**src/rtl/elevator_request_latch.sv**
```systemverilog
// Elevator call front end: synchronizes and debounces the three call buttons, then latches the
// selected floor bank into pending-request vectors that persist until the scheduler clears them.

module elevator_request_debounce #(
    parameter int DEBOUNCE_CYCLES = 4
) (
    input  logic clk,
    input  logic rst_n,
    input  logic raw_i,
    output logic stable_o,
    output logic press_o
);
    localparam int CW = (DEBOUNCE_CYCLES > 1) ? $clog2(DEBOUNCE_CYCLES) : 1;
    localparam logic [CW-1:0] CNT_LAST = CW'(DEBOUNCE_CYCLES - 1);

    logic          s1_q;
    logic          s2_q;
    logic [CW-1:0] cnt_q;
    logic [CW-1:0] cnt_d;
    logic          stable_q;
    logic          stable_d;
    logic          stable_dly_q;

    // Counter only advances while the synced level disagrees with the accepted level,
    // so any return to agreement restarts the qualification window.
    always_comb begin
        cnt_d    = '0;
        stable_d = stable_q;
        if (s2_q != stable_q) begin
            if (cnt_q == CNT_LAST) begin
                stable_d = s2_q;
            end else begin
                cnt_d = cnt_q + 1'b1;
            end
        end
    end

    always_ff @(posedge clk or negedge rst_n) begin
        if (!rst_n) begin
            s1_q         <= 1'b0;
            s2_q         <= 1'b0;
            cnt_q        <= '0;
            stable_q     <= 1'b0;
            stable_dly_q <= 1'b0;
        end else begin
            s1_q         <= raw_i;
            s2_q         <= s1_q;
            cnt_q        <= cnt_d;
            stable_q     <= stable_d;
            stable_dly_q <= stable_q;
        end
    end

    assign stable_o = stable_q;
    assign press_o  = stable_q & ~stable_dly_q;
endmodule

module elevator_request_vec #(
    parameter int FLOORS     = 8,
    parameter int LATCH_MODE = 1
) (
    input  logic              clk,
    input  logic              rst_n,
    input  logic              stable_i,
    input  logic              press_i,
    input  logic [FLOORS-1:0] sel_i,
    input  logic [FLOORS-1:0] mask_i,
    input  logic [FLOORS-1:0] clr_i,
    output logic [FLOORS-1:0] vec_o,
    output logic [FLOORS-1:0] vec_nxt_o
);
    logic [FLOORS-1:0] vec_q;
    logic [FLOORS-1:0] vec_d;
    logic [FLOORS-1:0] set_bits;

    // Set is OR'd after the clear so a same-cycle press of a served floor is not lost.
    always_comb begin
        set_bits = sel_i & mask_i;
        vec_d    = '0;
        if (LATCH_MODE != 0) begin
            vec_d = (vec_q & ~clr_i) | (press_i ? set_bits : '0);
        end else begin
            vec_d = stable_i ? set_bits : '0;
        end
    end

    always_ff @(posedge clk or negedge rst_n) begin
        if (!rst_n) begin
            vec_q <= '0;
        end else begin
            vec_q <= vec_d;
        end
    end

    assign vec_o     = vec_q;
    assign vec_nxt_o = vec_d;
endmodule

module elevator_request_latch #(
    parameter int FLOORS          = 8,
    parameter int DEBOUNCE_CYCLES = 4,
    parameter int LATCH_MODE      = 1
) (
    input  logic                clk,
    input  logic                rst_n,
    input  logic [2*FLOORS-1:0] sw,
    input  logic                btnu,
    input  logic                btnd,
    input  logic                btnc,
    input  logic [FLOORS-1:0]   clr_up,
    input  logic [FLOORS-1:0]   clr_down,
    input  logic [FLOORS-1:0]   clr_car,
    output logic [FLOORS-1:0]   up,
    output logic [FLOORS-1:0]   down,
    output logic [FLOORS-1:0]   elevator_btn,
    output logic                req_pending
);
    localparam int NB = 3;

    logic [2*FLOORS-1:0]           sw_s1_q;
    logic [2*FLOORS-1:0]           sw_s2_q;
    logic [NB-1:0]                 btn_raw;
    logic [NB-1:0]                 stable;
    logic [NB-1:0]                 press;
    logic [NB-1:0][FLOORS-1:0]     sel;
    logic [NB-1:0][FLOORS-1:0]     mask;
    logic [NB-1:0][FLOORS-1:0]     clr;
    logic [NB-1:0][FLOORS-1:0]     vec;
    logic [NB-1:0][FLOORS-1:0]     vec_nxt;
    logic                          req_pending_q;
    logic                          req_pending_d;

    // Lane order: 0 = hall up, 1 = hall down, 2 = car.
    assign btn_raw = {btnc, btnd, btnu};
    assign clr     = {clr_car, clr_down, clr_up};

    assign sel[0] = sw_s2_q[2*FLOORS-1:FLOORS];
    assign sel[1] = sw_s2_q[2*FLOORS-1:FLOORS];
    assign sel[2] = sw_s2_q[FLOORS-1:0];

    // No hall-up call from the top floor, no hall-down call from the ground floor.
    assign mask[0] = ~(FLOORS'(1) << (FLOORS - 1));
    assign mask[1] = ~FLOORS'(1);
    assign mask[2] = '1;

    always_ff @(posedge clk or negedge rst_n) begin
        if (!rst_n) begin
            sw_s1_q <= '0;
            sw_s2_q <= '0;
        end else begin
            sw_s1_q <= sw;
            sw_s2_q <= sw_s1_q;
        end
    end

    for (genvar g = 0; g < NB; g++) begin : g_lane
        elevator_request_debounce #(
            .DEBOUNCE_CYCLES (DEBOUNCE_CYCLES)
        ) u_db (
            .clk      (clk),
            .rst_n    (rst_n),
            .raw_i    (btn_raw[g]),
            .stable_o (stable[g]),
            .press_o  (press[g])
        );

        elevator_request_vec #(
            .FLOORS     (FLOORS),
            .LATCH_MODE (LATCH_MODE)
        ) u_vec (
            .clk       (clk),
            .rst_n     (rst_n),
            .stable_i  (stable[g]),
            .press_i   (press[g]),
            .sel_i     (sel[g]),
            .mask_i    (mask[g]),
            .clr_i     (clr[g]),
            .vec_o     (vec[g]),
            .vec_nxt_o (vec_nxt[g])
        );
    end

    // Built from next-state so the flag rises and falls on the same edge as the vectors.
    assign req_pending_d = |vec_nxt;

    always_ff @(posedge clk or negedge rst_n) begin
        if (!rst_n) begin
            req_pending_q <= 1'b0;
        end else begin
            req_pending_q <= req_pending_d;
        end
    end

    assign up           = vec[0];
    assign down         = vec[1];
    assign elevator_btn = vec[2];
    assign req_pending  = req_pending_q;
endmodule
```
**config.mk**
```make
export PLATFORM = sky130hd
export DESIGN_NAME = elevator_request_latch
export DESIGN_NICKNAME = d
export VERILOG_FILES = /design/src/rtl/elevator_request_latch.sv
export SDC_FILE = /design/constraint.sdc
export NUM_CORES = 1
export LEC_CHECK = 0
export ABC_AREA = 1
export CORE_MARGIN = 8
export CORE_UTILIZATION = 47
export DETAILED_ROUTE_END_ITERATION = 8
export PLACE_DENSITY = 0.78
export SLEW_MARGIN = 20
export SYNTH_ARGS = -nofsm -noshare
export SYNTH_HDL_FRONTEND = slang
export SYNTH_HIERARCHICAL = 1
export SYNTH_SLANG_ARGS = --single-unit
```
**constraint.sdc**
```tcl
create_clock -name clk -period 1.55 [get_ports clk]
set_input_delay 0.155 -clock clk [delete_from_list [all_inputs] [get_ports clk]]
set_output_delay 0.155 -clock clk [all_outputs]
set_load 0.005 [all_outputs]
```
==> run_results.csv <==
group,metric,value,unit
outcome,status,"completed",
setup_path,worst-path-buf-inv,1,
synthesis,ys_top_cells_by_area,"dfrtp_1 (73%), nand2_1 (9.6%), nand3_1 (4.9%), inv_1 (4.8%), nor2_1 (3.5%)",
timing,worstMarginPinSlew,0.570,ns
setup_path,rr_worst_depth,8,
synthesis,synth_top_area_share,72.9,%
timing,hold_viol,0,
synthesis,avgSynthCellArea,10.9,um2
cts,htreeDepth,3,
timing,fmax,700,MHz
setup_path,regToRegSetupSlack,0.12,ns
synthesis,yosysMostFrequentCell,"dfrtp_1",
routing,antenna_left,0,
finish,final_util,66.5,%
finish,n_antenna_cell,0,
setup_path,r2r-start,"g_lane[0].u_db/stable_o",
synthesis,synthArstFlopShare,100,%
setup_path,worstSetupPathType,"reg -> reg",
routing,totalWireLength,5000,um
global_routing,use_met1,15.8,%
setup_path,crit_chain,"inv_1 > nor2_1 > nand3_1 > nand2_1 > nor2_1 > nand2_1 > nor2_1 > nand3_1",
cts,clk_pin_slew_worst_paths,0.07,ns
power,clkPwrFrac,24.9,%
cts,numCtsBuffers,9,
power,pwr-share-comb,24.2,%
global_routing,grtUsageTotal,13.4,%
timing,finalSetupTns,0,ns
setup_path,cp-end-kind,"flip-flop",
placed_design,placed_area,3420,um2
routing,num_vias,1746,
timing,relSlewSlack,61.9,%
routing,vias_per_cell,4.21,
setup_path,critPathLaunchType,"flip-flop",
floorplan,initial_core_util,47.7,%
synthesis,synthTopCellsByCount,"dfrtp_1 (75), nand2_1 (66), inv_1 (33), nand3_1 (25), nor2_1 (24)",
cts,cts_tree,"yes",
finish,drive_above_1_share,4.66,%
floorplan,die_y,90.0,um
synthesis,yosysWarnings,6,
routing,drcViolationCount,0,
synthesis,syn-cell-area,2580,um2
synthesis,syn_inst,237,
setup_path,required,1.82,ns
global_routing,use_met3,4.99,%
floorplan,pin_count,70,
power,ir_drop,765,uV
hold_path,min_to,"sw_s1_q[5]",
global_routing,grt_pass1_wl,8650,um
cts,clock_latency,0.33,ns
setup_path,slowest_stage,"nor2_1",
global_routing,grt_pass1_vias,1841,
setup_path,worstPathArrival,1.70,ns
setup_path,rr_endpoint,"req_pending",
synthesis,synth_top_cell_by_area,"dfrtp_1",
routing,drt_pass1_iterations,4,
power,leakagePower,0.00186,uW
power,powerDensity,1340,nW/um2
cts,cts.path.max_buffers,2,
global_routing,grt_overflow,0,
floorplan,coreArea,5410,um2
routing,drt_iter0_markers,90,
hold_path,hold_path_startpoint,"sw[5]",
power,internal_power,3460,uW
floorplan,rows,27,
routing,wl_per_cell,12.0,um
synthesis,ys_seq_elements,75,
finish,stdcell_area,3590,um2
setup_path,critPathMaxStageDelay,0.44,ns
cts,cts_sinks,75,
floorplan,die_x,90.0,um
placed_design,place_congestion,0.745,
global_routing,grt_max_degree,40,
finish,area_growth_syn_to_layout,39.4,%
global_routing,antenna_found_initial,0,
setup_path,cp_top_family,"simple AND/OR/NAND/NOR gates",
timing,finalClockSkew,0.00882,ns
hold_path,whs_path_depth,1,
placed_design,place.port_buffers,69,
timing,slew_violations,0,
synthesis,ys_types,10,
finish,final_nets,386,
finish,fillers,397,
power,p_seq_share,51.0,%
run,drv_cap,0,
synthesis,synth_edf_count,0,
power,net-switching-power,1370,uW
hold_path,hp-class,"in -> reg",
setup_path,cp_max_fo,8,
cts,cts_root_buffer,"clkbuf_8",
timing,post-route-period-util,92.2,%
synthesis,ys.flop_type,"dfrtp_1",
setup_path,cpMostUsedCell,"nor2_1",
timing,rsz0062_at_grt,"no",
timing,period_needed,1.43,ns
synthesis,yosysSeqAreaShare,72.9,%
floorplan,fp.dieArea,8110,um2
timing,report.final.setup_viol,0,
power,p_sw_share,28.3,%
global_routing,top_usage_layer,"met2",
placed_design,place_hpwl,3820,um
global_routing,met2_usage,21.0,%
[logic make-up (layout without fill, tap and decap cells)]
family,after synthesis,in the layout,synth area share (%)
simple gates,118,118,18.7
flops,75,75,72.9
buf+inv,36,120,6.12
fa+ha+maj,3,3,1.46
compound gates,3,3,0.583
other cells,2,24,0.292
[worst reg2reg max path, delay by kind of cell (launching register included)]
family,cells,cell delay (ns)
buffers and inverters,1,0.07
and+or+nand+nor,7,0.93
DFF,1,0.37
[how the worst max path moves through the flow]
stage	from	to	slack, ns	cells after the start
5_1_grt	g_lane[0].u_db/stable_o	req_pending	0.006	8
2_1_floorplan	g_lane[2].u_db/stable_o	req_pending	0.42	9
3_3_place_gp	g_lane[1].u_db/stable_o	req_pending	0.14	8
3_5_place_dp	g_lane[0].u_db/stable_o	req_pending	0.11	8
4_1_cts	g_lane[0].u_db/stable_o	req_pending	0.09	8
6_report	g_lane[0].u_db/stable_o	req_pending	0.12	8
[layer usage]
metal  up-vias  part of all wire (%)
li1        895                     -
met1       803                    44
met2        43                    49
met3         5                   5.6
met4         0                   1.4
met5         -                     0
[registers in the layout (all words and copies together) (netlist names)]
register / cells
g_lane.u_db/stable_dly_q: 3
g_lane.u_vec/vec_o: 24
req_pending: 1
sw_s1_q: 16
g_lane.u_db/cnt_q: 6
sw_s2_q: 16
g_lane.u_db/stable_o: 3
g_lane.u_db/s1_q: 3
g_lane.u_db/s2_q: 3
[per-stage QoR]
step                      total power [uW]  cells  hold slack, ns  worst slack, ns
final                                 4830    415           0.252            0.121
after global routing                  5160    415           0.236          0.00600
after CTS                             4880    415           0.237           0.0884
after detailed placement              3670    398           0.140            0.114
after global placement                3610    398           0.142            0.139
after floorplan                       3080    259          -0.141            0.416
[repair_timing]
| action | 4_1_cts | 5_1_grt |
|---|---|---|
| hold buffers | 1 | 0 |
| setup buffers | 0 | 0 |
| setup endpoints to repair | 0 | 1 |
| resized for setup | 0 | 2 |
| endpoints found under the hold margin | 36 | 0 |
[cell usage in the layout (no fill, tap or decap), drive strengths merged]
cell	netlist	layout
nand3	25	25
clkdlybuf4s50	0	68
or2	3	3
clkbuf	0	13
clkinv	0	3
inv	33	33
nor2	24	24
dfrtp	75	75
dlygate4sd3	0	1
conb	2	24
o21ai	3	3
buf	3	2
ha	3	3
nand2	66	66
[cell type report]
type / count / area, um2 / area share [%]
multi-input combinational: 148 / 629 / 17.5
sequential: 75 / 1880 / 52.2
timing repair buffer: 71 / 718 / 20.0
inverter: 33 / 124 / 3.45
clock inverter: 3 / 15.0 / 0.418
clock buffer: 13 / 139 / 3.87
tap: 72 / 90.1 / 2.51
[power by group through the flow]
stage	sequential (uW)	clock [uW]	combinational, uW
after floorplan	2470	0	602
after global placement	2480	0	1140
after detailed placement	2500	0	1170
after CTS	2460	1240	1180
after global routing	2500	1330	1330
final	2460	1200	1170
(Power assumes the default switching activity.)
